===== src/rtl/ram_fifo_ctrl.sv =====
// ram_fifo_ctrl: 16-entry FIFO built on an external single-port RAM with a
// combinational read and a write on the rising edge. Only one RAM access
// happens per cycle. A one-entry output register holds the head word.
// When a push and a read both want the RAM, the one that was not granted
// last time wins.
module ram_fifo_ctrl #(
  parameter int DW    = 8,
  parameter int AW    = 4,
  parameter int DEPTH = 1 << AW
) (
  input  logic          clk,
  input  logic          rst,
  input  logic          wr_valid,
  input  logic [DW-1:0] wr_data,
  output logic          wr_ready,
  output logic          rd_valid,
  input  logic          rd_ready,
  output logic [DW-1:0] rd_data,
  output logic [AW:0]   count,
  output logic [AW-1:0] ram_addr,
  output logic          ram_rw,
  output logic [DW-1:0] ram_wdata,
  input  logic [DW-1:0] ram_rdata
);

  localparam logic [AW:0] L_FULL = (AW+1)'(DEPTH);

  logic [AW-1:0] r_wr_ptr;
  logic [AW-1:0] r_rd_ptr;
  logic [AW:0]   r_count;
  logic          r_rd_valid;
  logic [DW-1:0] r_rd_data;
  logic          r_last_op;   // 0: last grant was a write, 1: a read

  logic w_rd_want;
  logic w_wr_ready;
  logic w_wr_go;
  logic w_rd_go;

  // Grant logic: a read is wanted when the RAM holds data and the output
  // register is empty or is being consumed this cycle. A push must yield
  // to a wanted read if the previous grant was a write.
  always_comb begin
    w_rd_want  = (r_count != '0) && (!r_rd_valid || rd_ready);
    w_wr_ready = (r_count != L_FULL) && !(w_rd_want && !r_last_op);
    w_wr_go    = wr_valid && w_wr_ready;
    w_rd_go    = w_rd_want && !w_wr_go;
  end

  // Pointer, count, output register and arbitration state.
  always_ff @(posedge clk or posedge rst) begin
    if (rst) begin
      r_wr_ptr   <= '0;
      r_rd_ptr   <= '0;
      r_count    <= '0;
      r_rd_valid <= 1'b0;
      r_rd_data  <= '0;
      r_last_op  <= 1'b0;
    end else begin
      if (w_wr_go) begin
        r_wr_ptr  <= r_wr_ptr + AW'(1);
        r_count   <= r_count + (AW+1)'(1);
        r_last_op <= 1'b0;
      end
      if (w_rd_go) begin
        r_rd_data  <= ram_rdata;
        r_rd_valid <= 1'b1;
        r_rd_ptr   <= r_rd_ptr + AW'(1);
        r_count    <= r_count - (AW+1)'(1);
        r_last_op  <= 1'b1;
      end else if (r_rd_valid && rd_ready) begin
        // Head consumed with nothing to refill it; data is left as is.
        r_rd_valid <= 1'b0;
      end
    end
  end

  assign wr_ready  = w_wr_ready;
  assign rd_valid  = r_rd_valid;
  assign rd_data   = r_rd_data;
  assign count     = r_count;
  assign ram_rw    = w_wr_go;
  assign ram_addr  = w_wr_go ? r_wr_ptr : r_rd_ptr;
  assign ram_wdata = wr_data;

endmodule


===== config.mk =====
export PLATFORM = sky130hd
export DESIGN_NAME = ram_fifo_ctrl
export DESIGN_NICKNAME = d
export VERILOG_FILES = /design/src/rtl/ram_fifo_ctrl.sv
export SDC_FILE = /design/constraint.sdc
export NUM_CORES = 1
export LEC_CHECK = 0
export BUFFER_PORTS_ARGS = -buffer_cell sky130_fd_sc_hd__buf_2
export CAP_MARGIN = 10
export CORE_MARGIN = 2
export CORE_UTILIZATION = 50
export CTS_CLUSTER_DIAMETER = 80
export DETAILED_ROUTE_END_ITERATION = 6
export PLACE_DENSITY = 0.85
export RECOVER_POWER = 50
export SLEW_MARGIN = 20
export SYNTH_ARGS = -nofsm -noshare
export SYNTH_HDL_FRONTEND = slang
export SYNTH_SLANG_ARGS = --single-unit

===== constraint.sdc =====
create_clock -name clk -period 4.3 [get_ports clk]
set_clock_uncertainty 0.2 [all_clocks]
set_input_delay 0.645 -clock clk [delete_from_list [all_inputs] [get_ports clk]]
set_output_delay 0.645 -clock clk [all_outputs]
set_load 0.01 [all_outputs]

# Yosys cells after proc, flatten, opt, wreduce, memory -nomap -nowiden

Cells that the tools add are included.

Word-level logic and storage cells: 32
Input port bits: 20
Output and inout port bits: 28
Flip-flop bits (word level): 23

$add $sub $neg: 4
Mux-type cells: 7
Equal/unequal tests: 1
Reductions and logical operators: 14

Operator list:

| kind                                              | count |
|---|---|
| two-way mux 5 bit                                 | 2 |
| adder 4 x 1 -> 4 bit (second input constant)      | 2 |
| logical AND 1 bit                                 | 6 |
| adder 5 x 1 -> 5 bit (second input constant)      | 1 |
| != test 5 bit (second input constant)             | 1 |
| nonzero test 5 bit                                | 1 |
| subtractor 5 x 1 -> 5 bit (second input constant) | 1 |
| zero test 1 bit                                   | 4 |
| two-way mux 1 bit                                 | 4 |
| two-way mux 4 bit                                 | 1 |
| nonzero test 2 bit                                | 2 |
| logical OR 1 bit                                  | 1 |

# Longest topological paths before layout

Gate-level depths: netlist (run 1).

Depth after elaboration: 10
Mapped depth: 12
Depth with buffers taken out: 10

# Worst setup path before layout (run 1)

No wires, ideal clock.

Path type: register to register
Start: register r_count[0], in the netlist count[0]
End: register r_count[4], in the netlist count[4]
Data required time: 3.966 ns
Data arrival time: 2.578 ns
Library setup time: 0.134 ns
Stages on the path, launching flop included: 11
Setup slack: 1.389 ns
Period minus slack after synthesis: 2.911 ns
Buffers on the path: 1
Path through: dfrtp_1 or4_4 mux2i_1 nand2b_4 buf_6 fa_1 nand2b_1 o2bb2ai_1 and4_1 o21ai_0 o211ai_1

Cells in the longest elaborated chain, start to end: 9
Elaborated cells on any way between the ends: 14
Those cells by class: add/sub (2); eq/ne (1); mux (2); reduce/logical (9)

RTL lines:

| item                                                         | line | source |
|---|---|---|
| from (decl)                                                  | 30   | `logic [AW:0] r_count;` |
| from (signal assigned)                                       | 62   | `r_count <= r_count + (AW+1)'(1);` |
| from (signal assigned)                                       | 69   | `r_count <= r_count - (AW+1)'(1);` |
| branches (longest 9 deep; another with adder 5 x 1 -> 5 bit) | n/a  |  |

Several ways; the timed one is not identified. The select of a mux whose other input is x is not followed.
A chain may end at the register's enable or synchronous reset.

# Final worst setup path (run 1)

Start: register r_count[0], in the netlist count[0]
End: output ram_addr[1]

Cells in the longest elaborated chain, start to end: 7
Elaborated cells on any way between the ends: 8
Those cells by class: eq/ne (1); mux (1); reduce/logical (6)

RTL lines:

| item                | line | source |
|---|---|---|
| nonzero test 5 bit  | 44   | `w_rd_want = (r_count != '0) && (!r_rd_valid \|\| rd_ready);` |
| logical AND 1 bit   | 44   |  |
| logical AND 1 bit   | 45   | `w_wr_ready = (r_count != L_FULL) && !(w_rd_want && !r_last_op);` |
| zero test 1 bit     | 45   |  |
| logical AND 1 bit * | 45   |  |
| logical AND 1 bit * | 46   | `w_wr_go = wr_valid && w_wr_ready;` |
| two-way mux 4 bit * | 83   | `assign ram_addr = w_wr_go ? r_wr_ptr : r_rd_ptr;` |
| to (decl)           | 20   | `output logic [AW-1:0] ram_addr,` |

Mark *: on every way between the ends. The rest lies on a longest branch, timed or not.

==> results.sh, run 1 <==
export IMPL_end_kind="primary output"
export IMPL_cp_max_fo=9
export IMPL_vias_per_cell=5.263
export IMPL_drtAntennaViolNets=0
export IMPL_synthToLayoutAreaGrowth_pct=7.056
export IMPL_ioPinCount=48
export IMPL_initial_core_util_pct=53.20
export IMPL_drt_iter0_markers=44
export IMPL_die_width_um=55.58
export IMPL_place_congestion=0.9099
export IMPL_switchingPower_uw=519.3
export IMPL_vdd_drop_max_mv=0.5250
export IMPL_grt_pass1_vias=980
export IMPL_comb_power_share_pct=53.5
export IMPL_tightest_slew_ps=880.6
export IMPL_via_count=979
export IMPL_die_h_um=55.58
export IMPL_power_frac_seq_pct=38.0
export IMPL_clockRootBuffer="clkbuf_4"
export IMPL_antenna_found_initial=0
export IMPL_rows=18
export IMPL_min_period_ps=3342
export IMPL_r2r_start="count[0]"
export IMPL_crit_arrival_ps=2500
export IMPL_postCtsSetupBuffers=0
export IMPL_p_per_area_nw_per_um2=826.5
export IMPL_critPathLaunch="count[0]"
export IMPL_synth_nets=161
export IMPL_ys_seq_area_share_pct=43.27
export IMPL_cts_inserted_buffers=3
export IMPL_grt_usage_pct=17.87
export IMPL_core_um2=2500
export IMPL_slew_headroom_pct=41.23
export IMPL_grt_max_degree=24
export IMPL_dr_pass1_iters=4
export IMPL_clock_sinks=23
export IMPL_finalSetupTns_ps=0
export IMPL_synth_edf_count=0
export IMPL_drive_above_1_share_pct=26.28
export IMPL_drv_cap=0
export IMPL_drv_slew=0
export IMPL_htree_levels=1
export IMPL_clockBufferDepth=2
export IMPL_ys_flop_type="dfrtp_1"
export IMPL_hold_buffers=0
export IMPL_antenna_cells=0
export IMPL_crit_path_top_delay_cell="nor4_2"
export IMPL_clkTransAtPathRegs_ps=130
export IMPL_required_ps=3450
export IMPL_wl_mm=2.639
export IMPL_max_stage_delay_ps=570
export IMPL_cp_start_kind="flop"
export IMPL_fin_nets=183
export IMPL_rsz0062_at_grt="false"
export IMPL_synth_distinct_cells=38
export IMPL_grt_ovfl_total=0
export IMPL_synthArstFlopShare_pct=100.0
export IMPL_hold_viol=0
export IMPL_hp_class="input port to asynchronous set/reset pin"
export IMPL_worst_path_buf_inv=1
export IMPL_io_buffer_count=31
export IMPL_path_delay_family="simple AND/OR/NAND/NOR gates"
export IMPL_die_area_um2=3089
export IMPL_synthTopCellsByArea="dfrtp_1 43%, nand2_1 9.9%, ha_1 4.7%, xnor2_1 4.6%, buf_4 4.5%"
export IMPL_status="finished, final reports clean"
export IMPL_period_share_pct=77.73
export IMPL_synth_seq_cells=23
export IMPL_switching_share_pct=44.13
export IMPL_synthesis_area_um2=1330
export IMPL_hpwl_mm=1.925
export IMPL_cts_resized=0
export IMPL_yosysTopAreaCell="dfrtp_1"
export IMPL_worstSkewPairLatency_ps=320
export IMPL_fmax_mhz=299.2
export IMPL_crit_type="flop to primary output"
export IMPL_drc_errors=0
export IMPL_fillers=213
export IMPL_synth_warnings=0
export IMPL_power_mw=1.177
export IMPL_final_setup_viol_count=0
export IMPL_pre_cts_slack_ps=1270
export IMPL_crit_chain="nor4_2, nor3_1, and3b_1, mux2_2, buf_2"
export IMPL_worst_slack_ps=957.6
export IMPL_grt_pass1_wl_mm=4.353
export IMPL_clock_power_share_pct=8.5
export IMPL_p_leak_nw=0.7166
export IMPL_yosysTopAreaCellShare_pct=43.27
export IMPL_p_int_uw=657.5
export IMPL_wire_per_inst_um=14.19
export IMPL_cts_tree="built"
export IMPL_syn_inst=135
export IMPL_syn_area_per_cell_um2=9.852
[Yosys cell counts, types with 2 or more instances]
| cell type | instances |
|---|---|
| a21oi_1 | 5 |
| buf_4 | 8 |
| buf_6 | 3 |
| dfrtp_1 | 23 |
| ha_1 | 5 |
| inv_1 | 4 |
| mux2_2 | 4 |
| mux2i_1 | 2 |
| nand2_1 | 35 |
| nand2b_1 | 3 |
| nand3_1 | 2 |
| nor2_1 | 5 |
| o21ai_0 | 4 |
| xnor2_1 | 7 |
| xor2_1 | 2 |
[sequential cells by signal (all words and copies together), names as in the netlist]
signal	count
rd_data	8
rd_valid	1
r_rd_ptr	4
count	5
r_last_op	1
r_wr_ptr	4
[kinds of logic after synthesis]
logic type | synth area share (%)
AND/OR/NAND/NOR | 20.79
flip-flops | 43.27
buffers and inverters | 10.35
AO/OA/AOI/OAI | 7.433
XOR/XNOR | 5.927
multiplexers | 6.020
adder cells (fa/ha/maj) | 6.209
[worst paths after layout]
| kind | to | slack [ps] | cells past startpoint |
|---|---|---|---|
| max reg2reg | count[4] | 1130 | 10 |
| min in group clk | r_rd_ptr[3] | 290 | 1 |
| max in group asynchronous | rd_valid | 3070 | 2 |
| min | rd_data[4] | 290 | 2 |
| min reg2reg | r_rd_ptr[3] | 290 | 1 |
| max | ram_addr[1] | 960 | 5 |
[per-stage QoR]
step           area (um^2)  hold slack, ps  utilization (%)  cells
2_1_floorplan         1330           240.2                -    135
6_report              1424           286.4            56.96    186
5_1_grt               1424           294.5            56.96    186
3_3_place_gp          1406           257.7            56.26    182
4_1_cts               1434           287.4            57.36    186
3_5_place_dp          1406           257.5            56.26    182
[per-layer routing]
| metal | wire length [um] | share of wire (%) | global-route usage (%) |
|---|---|---|---|
| met5 | 0 | 0 | 0 |
| met4 | 30 | 1.1 | 5.226 |
| met3 | 131 | 5.0 | 4.419 |
| met2 | 1381 | 52 | 31.29 |
| met1 | 1095 | 41 | 21.65 |
[worst register-to-register path, stage by stage, from the launching register on]
cell and delay, ps:
dfrtp_1 480, or4_1 640, mux2i_1 230, nand2b_4 250, inv_4 110, ha_1 350
nand2b_1 70, o2bb2ai_1 200, and4_1 240, o21ai_0 160, o211ai_1 110
[area by class of cell]
type / count / area, um^2 / area share (%)
clock buffer: 3 / 22.52 / 1.582
clock inverter: 1 / 5.005 / 0.3515
inverter: 5 / 21.27 / 1.494
multi-input combinational: 93 / 613.1 / 43.06
sequential: 23 / 575.6 / 40.42
tap: 30 / 37.54 / 2.636
timing repair buffer: 31 / 148.9 / 10.46
[power by group through the flow]
stage | registers (mW) | clock network (mW) | logic (mW)
floorplan | 0.450 | 0 | 0.480
CTS | 0.446 | 0.105 | 0.644
detailed placement | 0.450 | 0 | 0.635
global placement | 0.441 | 0 | 0.608
global route | 0.462 | 0.113 | 0.712
finish | 0.447 | 0.100 | 0.629
[placed cells by master, fill, tap and decap left out, types with 2 or more instances in the layout]
cell / n
xnor2_1: 7
a21oi_1: 5
dfrtp_1: 23
ha_1: 5
nand3_1: 2
mux2i_1: 2
nand2b_1: 3
nor2_1: 5
clkbuf_4: 3
xor2_1: 2
buf_2: 26
mux2_2: 4
o21ai_0: 4
inv_1: 4
clkbuf_1: 5
nand2_1: 35
Note: power is estimated with default switching activity, not from simulation.
==> run 2: changes to the inputs <==
--- a/config.mk
+++ b/config.mk
@@ -8,10 +8,10 @@
 export BUFFER_PORTS_ARGS = -buffer_cell sky130_fd_sc_hd__buf_2
 export CAP_MARGIN = 10
 export CORE_MARGIN = 2
-export CORE_UTILIZATION = 50
+export CORE_UTILIZATION = 44
 export CTS_CLUSTER_DIAMETER = 80
 export DETAILED_ROUTE_END_ITERATION = 6
-export PLACE_DENSITY = 0.85
+export PLACE_DENSITY = 0.8
 export RECOVER_POWER = 50
 export SLEW_MARGIN = 20
 export SYNTH_ARGS = -nofsm -noshare
==> constraint.sdc (replaced) <==
create_clock -name clk -period 2.8 [get_ports clk]
set_clock_uncertainty 0.2 [all_clocks]
set_input_delay 0.42 -clock clk [delete_from_list [all_inputs] [get_ports clk]]
set_output_delay 0.42 -clock clk [all_outputs]
set_load 0.01 [all_outputs]
==> results.sh, run 2 (synthesized netlist as in run 1, its figures left out) <==
export IMPL_io_buffer_count=31
export IMPL_cp_max_fo=4
export IMPL_fmax_mhz=356.2
export IMPL_fillers=252
export IMPL_final_cell_mix="35 x nand2_1, 27 x buf_2, 20 x dfrtp_1, 13 x buf_4, 6 x xnor2_1"
export IMPL_die_width_um=58.98
export IMPL_layout_cells_non_filler=202
export IMPL_via_count=1068
export IMPL_postPlaceCellArea_um2=1491
export IMPL_clock_sinks=23
export IMPL_layout_commonest_cell="nand2_1"
export IMPL_drtAntennaViolNets=0
export IMPL_drive_above_1_share_pct=43.27
export IMPL_drv_slew=0
export IMPL_hold_buffers=0
export IMPL_grt_usage_pct=17.77
export IMPL_ioPinCount=48
export IMPL_final_setup_viol_count=1
export IMPL_worst_slack_ps=-7.516
export IMPL_worstSkewPairLatency_ps=310
export IMPL_rsz0062_at_grt="true"
export IMPL_clockBufferDepth=2
export IMPL_drt_iter0_markers=26
export IMPL_slew_headroom_pct=42.98
export IMPL_antenna_found_initial=0
export IMPL_core_um2=2805
export IMPL_drc_errors=0
export IMPL_synthToLayoutAreaGrowth_pct=24.18
export IMPL_dpl_cell_count=191
export IMPL_stdcell_area_um2=1652
export IMPL_hold_viol=0
export IMPL_dr_pass1_iters=4
export IMPL_grt_ovfl_total=0
export IMPL_die_h_um=58.98
export IMPL_tightest_slew_ps=854.4
export IMPL_drv_cap=0
export IMPL_htree_levels=1
export IMPL_grt_pass1_vias=1045
export IMPL_rows=19
export IMPL_grt_pass1_wl_mm=4.747
export IMPL_r2r_start="count[0]"
export IMPL_critPathLaunch="count[0]"
export IMPL_required_ps=2810
export IMPL_power_mw=2.206
export IMPL_hp_class="input port to asynchronous set/reset pin"
export IMPL_status="finished, violations left"
export IMPL_clockRootBuffer="clkbuf_4"
export IMPL_period_share_pct=100.3
export IMPL_largest_reg_flops=8
export IMPL_cp_start_kind="flop"
export IMPL_wl_mm=2.903
export IMPL_failed_checks="setup timing"
export IMPL_crit_arrival_ps=2820
export IMPL_grt_max_degree=24
export IMPL_vias_per_cell=5.287
export IMPL_cts_inserted_buffers=3
export IMPL_hpwl_mm=2.047
export IMPL_crit_type="flop to flop"
export IMPL_place_congestion=0.8263
export IMPL_min_period_ps=2808
export IMPL_cts_tree="built"
export IMPL_end_kind="flop"
export IMPL_wire_per_inst_um=14.37
export IMPL_die_area_um2=3479
export IMPL_vdd_drop_max_mv=0.6416
export IMPL_initial_core_util_pct=47.41
export IMPL_p_per_area_nw_per_um2=1336
export IMPL_antenna_cells=0
export IMPL_fin_nets=198
export IMPL_clkTransAtPathRegs_ps=130
export IMPL_p_leak_nw=0.8080
## run 2: cell types whose count changed in the layout (fill, tap and decap cells not counted), sizes merged
cell,previous run,this run
buf,26,43
clkinv,1,0
clkbuf,8,7
## run 2: report_power, final
group / internal [mW] / switching, mW
Combinational: 0.706 / 0.683
Sequential: 0.508 / 0.157
Clock: 0.0555 / 0.0963
Total: 1.27 / 0.936
## run 2: timing repair
item | 4_1_cts | 5_1_grt
endpoints found under the setup margin | 6 | 6
pin swaps | 0 | 6
gates resized for setup | 4 | 12
setup buffers | 3 | 4
## run 2: metrics by stage
stage | setup WS (ps) | hold slack, ps | TNS (ps) | util (%)
after floorplan | -8.042 | 221.7 | -8.042 | -
after global routing | -101.9 | 76.15 | -279.2 | 58.88
after CTS | 7.754 | 93.60 | 0 | 55.49
final | -7.516 | 57.78 | -7.516 | 58.88
after global placement | 95.36 | 257.2 | 0 | 53.17
after detailed placement | 9.954 | 257.3 | 0 | 53.17
## run 2: cell type report
class | instances | area (um^2) | area share, %
multi-input cells | 93 | 708.2 | 42.88
well taps | 31 | 38.79 | 2.348
inverters | 5 | 21.27 | 1.288
flip-flops and latches | 23 | 579.3 | 35.08
repair buffers | 46 | 277.8 | 16.82
clock buffers | 4 | 26.28 | 1.591
## run 2: final timing paths
| kind | endpoint | slack [ps] | cells past startpoint |
|---|---|---|---|
| worst max-delay path | count[3] | -8 | 10 |
| worst min-delay path | rd_data[2] | 60 | 2 |
| worst max register to register | count[3] | -8 | 10 |
| worst min register to register | r_wr_ptr[3] | 280 | 1 |
| max in group asynchronous | count[3] | 1760 | 2 |
| min in group clk | rd_data[2] | 100 | 3 |
## run 2: layer usage
metal,vias to the layer above,wire length (um),track usage (%)
li1,511,-,-
met1,513,1227,22.32
met2,40,1518,31.75
met3,4,132,3.057
met4,0,25,4.221
met5,-,0,0
## run 2: critical path, cell delays in order, from the launching register on
cell and delay [ps]:
dfrtp_2 430, or4_4 570, mux2i_2 220, nand2b_4 190
inv_4 60, ha_4 210, a21o_2 190, a21oi_2 160
xnor2_2 140, a21oi_2 70, o31ai_1 260
